[config.mk]
export PLATFORM = sky130hd
export DESIGN_NAME = robot_cmd_sequencer
export DESIGN_NICKNAME = d
export VERILOG_FILES = /design/src/rtl/robot_pkg.sv /design/src/rtl/robot_prog_mem.sv /design/src/rtl/robot_cmd_sequencer.sv
export SDC_FILE = /design/constraint.sdc
export NUM_CORES = 1
export LEC_CHECK = 0
export CORE_MARGIN = 2
export CORE_UTILIZATION = 65
export DETAILED_ROUTE_END_ITERATION = 6
export DONT_BUFFER_PORTS = 1
export HOLD_SLACK_MARGIN = 0.06
export PLACE_DENSITY_LB_ADDON = 0.08
export SLEW_MARGIN = 20
export SYNTH_ARGS = -nofsm -noshare
export SYNTH_HDL_FRONTEND = slang
export SYNTH_SLANG_ARGS = --single-unit
[constraint.sdc]
create_clock -name clk -period 3.63 [get_ports clk]
set_input_delay 0.9075 -clock clk [delete_from_list [all_inputs] [get_ports clk]]
set_output_delay 0.9075 -clock clk [all_outputs]
set_load 0.05 [all_outputs]
[src/rtl/robot_pkg.sv]
// Shared definitions for the robot FSM and its command sequencer.
// Holds the instruction/command-word widths, the END code and the
// sequencer state encoding.
package robot_pkg;

    localparam int unsigned INSTR_W = 3;
    localparam int unsigned CMD_W   = INSTR_W + 1;

    // Program terminator; never presented to the robot FSM.
    localparam logic [INSTR_W-1:0] INSTR_END = 3'b110;

    typedef enum logic [2:0] {
        ST_IDLE,
        ST_ISSUE,
        ST_HOLD,
        ST_PAUSE,
        ST_DONE
    } seq_state_t;

    // Command word layout: {instr[2:0], o}
    typedef struct packed {
        logic [INSTR_W-1:0] instr;
        logic               o;
    } cmd_t;

endpackage

[src/rtl/robot_prog_mem.sv]
// Program store for the command sequencer: DEPTH x CMD_W register file,
// one synchronous write port, one asynchronous read port. No reset.
//   clk     - system clock, rising edge
//   wr_en   - write strobe (already qualified by the caller)
//   wr_addr - slot to write
//   wr_data - command word {instr, o}
//   rd_addr - slot to read
//   rd_data - command word at rd_addr (combinational)
module robot_prog_mem
    import robot_pkg::*;
#(
    parameter int unsigned DEPTH = 8,
    parameter int unsigned AW    = $clog2(DEPTH)
) (
    input  logic             clk,
    input  logic             wr_en,
    input  logic [AW-1:0]    wr_addr,
    input  logic [CMD_W-1:0] wr_data,
    input  logic [AW-1:0]    rd_addr,
    output logic [CMD_W-1:0] rd_data
);

    logic [CMD_W-1:0] mem [DEPTH];

    always_ff @(posedge clk) begin
        if (wr_en) begin
            mem[wr_addr] <= wr_data;
        end
    end

    assign rd_data = mem[rd_addr];

endmodule

[src/rtl/robot_cmd_sequencer.sv]
// Command sequencer feeding the robot FSM. Plays a stored program of
// {instr, o} words, presenting each for HOLD_CYCLES cycles, pausing while
// the obstacle sensor S is high, and stopping on the END code or after the
// last slot.
//   clk, reset        - clock (rising edge), async active-high reset
//   wr_en/addr/data   - program write port, ignored while busy
//   start             - playback start pulse, honoured in IDLE or DONE
//   S                 - obstacle sensor
//   I_2, I_1, I_0, O  - registered instruction and O bit to the robot FSM
//   busy              - high in ISSUE, HOLD and PAUSE
//   done              - high in DONE
//   pc                - current program slot
module robot_cmd_sequencer
    import robot_pkg::*;
#(
    parameter int unsigned DEPTH       = 8,
    parameter int unsigned HOLD_CYCLES = 4,
    parameter int unsigned AW          = $clog2(DEPTH)
) (
    input  logic             clk,
    input  logic             reset,
    input  logic             wr_en,
    input  logic [AW-1:0]    wr_addr,
    input  logic [CMD_W-1:0] wr_data,
    input  logic             start,
    input  logic             S,
    output logic             I_2,
    output logic             I_1,
    output logic             I_0,
    output logic             O,
    output logic             busy,
    output logic             done,
    output logic [AW-1:0]    pc
);

    localparam int unsigned   CW        = (HOLD_CYCLES > 1) ? $clog2(HOLD_CYCLES) : 1;
    localparam logic [CW-1:0] HOLD_LOAD = CW'(HOLD_CYCLES - 1);
    localparam logic [AW-1:0] LAST_SLOT = AW'(DEPTH - 1);

    seq_state_t         state;
    logic [CW-1:0]      hold_cnt;
    logic [AW-1:0]      pc_q;
    logic [INSTR_W-1:0] instr_q;
    logic               o_q;
    logic               busy_q;
    logic               done_q;

    logic               mem_we;
    logic [CMD_W-1:0]   rd_data;
    cmd_t               rd_cmd;

    assign mem_we = wr_en && !busy_q;
    assign rd_cmd = rd_data;

    robot_prog_mem #(
        .DEPTH (DEPTH),
        .AW    (AW)
    ) u_prog_mem (
        .clk     (clk),
        .wr_en   (mem_we),
        .wr_addr (wr_addr),
        .wr_data (wr_data),
        .rd_addr (pc_q),
        .rd_data (rd_data)
    );

    always_ff @(posedge clk or posedge reset) begin
        if (reset) begin
            state    <= ST_IDLE;
            hold_cnt <= '0;
            pc_q     <= '0;
            instr_q  <= '0;
            o_q      <= 1'b0;
            busy_q   <= 1'b0;
            done_q   <= 1'b0;
        end else begin
            unique case (state)
                ST_IDLE: begin
                    if (start) begin
                        state  <= ST_ISSUE;
                        pc_q   <= '0;
                        done_q <= 1'b0;
                        busy_q <= 1'b1;
                    end
                end

                ST_ISSUE: begin
                    if (rd_cmd.instr == INSTR_END) begin
                        state  <= ST_DONE;
                        busy_q <= 1'b0;
                        done_q <= 1'b1;
                    end else begin
                        state    <= ST_HOLD;
                        instr_q  <= rd_cmd.instr;
                        o_q      <= rd_cmd.o;
                        hold_cnt <= HOLD_LOAD;
                    end
                end

                ST_HOLD: begin
                    if (S) begin
                        state <= ST_PAUSE;
                        o_q   <= 1'b0;
                    end else if (hold_cnt != '0) begin
                        hold_cnt <= hold_cnt - CW'(1);
                    end else if (pc_q != LAST_SLOT) begin
                        pc_q  <= pc_q + AW'(1);
                        state <= ST_ISSUE;
                    end else begin
                        state  <= ST_DONE;
                        busy_q <= 1'b0;
                        done_q <= 1'b1;
                    end
                end

                // The S-low edge that leaves PAUSE is itself a hold cycle, so a
                // pause lengthens the command by exactly its S-high cycles. When
                // the frozen count is already exhausted the slot ends right here.
                ST_PAUSE: begin
                    if (!S) begin
                        o_q <= rd_cmd.o;
                        if (hold_cnt != '0) begin
                            state    <= ST_HOLD;
                            hold_cnt <= hold_cnt - CW'(1);
                        end else if (pc_q != LAST_SLOT) begin
                            pc_q  <= pc_q + AW'(1);
                            state <= ST_ISSUE;
                        end else begin
                            state  <= ST_DONE;
                            busy_q <= 1'b0;
                            done_q <= 1'b1;
                        end
                    end
                end

                ST_DONE: begin
                    if (start) begin
                        state  <= ST_ISSUE;
                        pc_q   <= '0;
                        done_q <= 1'b0;
                        busy_q <= 1'b1;
                    end else begin
                        instr_q <= '0;
                        o_q     <= 1'b0;
                    end
                end

                default: state <= ST_IDLE;
            endcase
        end
    end

    assign I_2  = instr_q[2];
    assign I_1  = instr_q[1];
    assign I_0  = instr_q[0];
    assign O    = o_q;
    assign busy = busy_q;
    assign done = done_q;
    assign pc   = pc_q;

endmodule
==> run_results.csv <==
group,metric,value,unit
status,status,"completed",
critical_path,reg2regPathDepth,5,
logic_synthesis,syn_area_per_cell,13.6,um2
final_layout,fillers,220,
run,cap_violations,0,
final_layout,drive_gt1_share,13.3,%
logic_synthesis,synth_xor_area_share,0.421,%
logic_synthesis,ys_seq_area_share,63.1,%
critical_path,cp.arrival,2.64,ns
critical_path,crit_start,"pc[1]$_DFFE_PP0P_",
drt,dr.pass1.iters,5,
logic_synthesis,synth_area_leader_cell,"edfxtp_1",
clock_network,cts_buffer_depth,2,
critical_path,endpoint,"O$_DFFE_PP0P_",
critical_path,path_buf_inv,0,
logic_synthesis,ys_async_sr_fraction,30.4,%
grt,grt_pass1_vias,1233,
floorplanning,die_y,60.6,um
floorplanning,start_util,68.1,%
final_layout,fin_nets,172,
logic_synthesis,synth_top_family_by_area,"simple AND/OR/NAND/NOR gates",
timing,final.min_clock_period,2.40,ns
timing,tightestPinTransition,0.896,ns
timing,finalHoldViolCount,0,
grt,grt_pass1_wl,5.88,mm
final_layout,regArea,1310,um2
clock_network,cts_buffers,5,
drt,vias,1256,
place,gp_congestion,0.806,
drt,initialDrtViolationCount,65,
logic_synthesis,synth_edf_count,32,
floorplanning,rows,20,
logic_synthesis,synth_mux_area_share,11.8,%
clock_network,tritoncts,"yes",
pwr,power.density,805,nW/um2
floorplanning,dieWidth,60.6,um
critical_path,crit_cells,5,
critical_path,startpoint_type,"flip-flop",
clock_network,clkTransAtPathRegs,0.14,ns
timing,fin_tns_setup,0,ns
timing,final-setup-viol-count,0,
critical_path,cp-end-kind,"flip-flop",
final_layout,num_antenna_cells,0,
logic_synthesis,synthFlopType,"edfxtp_1",
place,io_buffers,0,
final_layout,multi_input_area,719,um2
place,hpwl,2.75,mm
logic_synthesis,synth_commonest_cells,"edfxtp_1, dfrtp_1, nor2_1",
critical_path,critPathSlowestCell,"dfrtp_1",
logic_synthesis,synth_compound_area_share,8.18,%
clock_network,cts_hold_buf,0,
timing,grt_setup_unrepaired,"no",
min_path,min_path_type,"in2async",
critical_path,rr_endpoint,"O$_DFFE_PP0P_",
logic_synthesis,yosysWarnings,0,
final_layout,area_delta_synth_final,5.90,%
timing,fmax,0.417,GHz
logic_synthesis,synth_adder_area_share,1.81,%
logic_synthesis,synth.distinct_cells,39,
logic_synthesis,ys_top_cells_by_area,"edfxtp_1, dfrtp_1, mux4_2, mux2i_1, a21oi_1",
pwr,total_power,1.77,mW
logic_synthesis,synth_top_area_share,46.2,%
drt,ant_nets,0,
floorplanning,dieArea,3670,um2
clock_network,cts.htree.levels,2,
clock_network,cts_num_sinks,46,
floorplanning,io_pins,21,
drt,drt-vias-per-instance,6.22,
logic_synthesis,yosysMostFrequentCell,"edfxtp_1",
grt,antenna_found_initial,0,
clock_network,cts_root_buf,"clkbuf_4",
final_layout,fin_util,72.1,%
logic_synthesis,synthCells,153,
critical_path,slowest_delay,0.91,ns
timing,period_share,66.0,%
grt,grt.overflow.total,0,
logic_synthesis,syn-num-nets,168,
logic_synthesis,synthesis.area,2080,um2
pwr,leakage,0.783,nW
drt,drcViolationCount,0,
critical_path,crit_chain,"mux4_2, mux2i_4, nand2_2, o32ai_1, mux2_1",
critical_path,critPathTopFamily,"multiplexers",
logic_synthesis,ys_ff_latch,46,
critical_path,crit_fanout,11,
clock_network,cts_setup_buffers,0,
critical_path,timing_worst_setup_path_type,"reg2reg",
critical_path,rrSetupSlack,1.23,ns
critical_path,crit_required,3.87,ns
timing,skew,0.0187,ns
critical_path,regToRegStartpoint,"pc[1]$_DFFE_PP0P_",
grt,grt_max_degree,16,
drt,avgRoutedWirePerCell,18.7,um
grt,grt_usage,23.4,%
drt,finalWirelength,3.78,mm
logic_synthesis,synthSimpleGateAreaFrac,12.4,%
timing,slew_headroom,39.7,%
floorplanning,fp.coreArea,3050,um2
timing,drv_slew,0,
clock_network,clk_latency,0.36,ns
clock_network,post_cts_resize_count,0,
pwr,ir_worst_vdd,0.641,mV
cells in the final DEF, fill, tap and decap left out, types with 2 or more instances in the layout:
| cell | instances |
|---|---|
| edfxtp_1 | 32 |
| dfrtp_1 | 14 |
| nor2_1 | 10 |
| a21oi_1 | 9 |
| nand3_1 | 8 |
| nand2_1 | 8 |
| inv_1 | 6 |
| mux2i_1 | 5 |
| nand2b_1 | 5 |
| mux4_2 | 5 |
| o21ai_1 | 5 |
| o21ai_0 | 5 |
| nand3b_1 | 5 |
| clkbuf_4 | 5 |
| nor3_1 | 4 |
| ha_1 | 3 |
| mux2_2 | 2 |
| nor2b_1 | 2 |
| a22o_1 | 2 |
| clkinvlp_4 | 2 |
worst register-to-register path: cells and delay by family, from the launching register on:
kind             cells  cell delay, ns
AND/OR/NAND/NOR      1            0.11
flip-flops           1            0.91
multiplexers         3            0.97
AO/OA/AOI/OAI        1            0.28
state kept, by name, summed over array words and instances (netlist names):
signal,flops
O,1
busy,1
done,1
hold_cnt,2
instr_q,3
pc,3
state,3
u_prog_mem.mem,32
per-layer routing:
metal  vias up  global-route usage (%)  wire length (um)
li1        589                       -                 -
met1       604                    31.5              1560
met2        57                    37.0              1920
met3         6                    7.04               243
met4         0                    7.76                53
met5         -                       0                 0
cell families after synthesis:
| kind of cell | after synthesis |
|---|---|
| DFF | 46 |
| muxes | 15 |
| xor gates and xnor gates | 1 |
| and+or+nand+nor | 49 |
| buffers and inverters | 11 |
| adders and majority gates | 3 |
| AOI/OAI and AO/OA | 28 |
cell type report:
type                    instances  share of cell area (%)
flip-flops and latches         46                    59.5
multi-input cells              96                    32.7
well taps                      44                    2.50
clock inverters                 3                    2.05
clock buffers                   5                    1.70
inverters                       7                    1.19
repair buffers                  1                   0.341
worst min path at each step:
stage / start / endpoint / slack (ns)
after floorplan: hold_cnt[1]$_DFFE_PP0P_ / hold_cnt[1]$_DFFE_PP0P_ / 0.47
after global placement: hold_cnt[1]$_DFFE_PP0P_ / hold_cnt[1]$_DFFE_PP0P_ / 0.49
after detailed placement: hold_cnt[1]$_DFFE_PP0P_ / hold_cnt[1]$_DFFE_PP0P_ / 0.50
after CTS: reset / hold_cnt[0]$_DFFE_PP0P_ / 0.46
after global routing: reset / hold_cnt[1]$_DFFE_PP0P_ / 0.48
final: reset / pc[2]$_DFFE_PP0P_ / 0.45
power breakdown:
part	total, mW	switching [mW]	internal (mW)	leakage [nW]
Combinational	0.558	0.297	0.261	0.287
Sequential	0.905	0.265	0.640	0.458
Clock	0.311	0.166	0.145	0.0374
Total	1.77	0.728	1.05	0.783
per-stage QoR:
stage	instance area (um2)	setup slack [ns]	hold WS (ns)	cells
finish	2200	1.23	0.447	202
floorplan	2080	1.21	0.466	153
global route	2200	1.13	0.483	202
detailed placement	2120	1.26	0.496	194
global placement	2120	1.33	0.486	194
CTS	2200	1.24	0.464	202
Power figures use the tool's default switching activity.
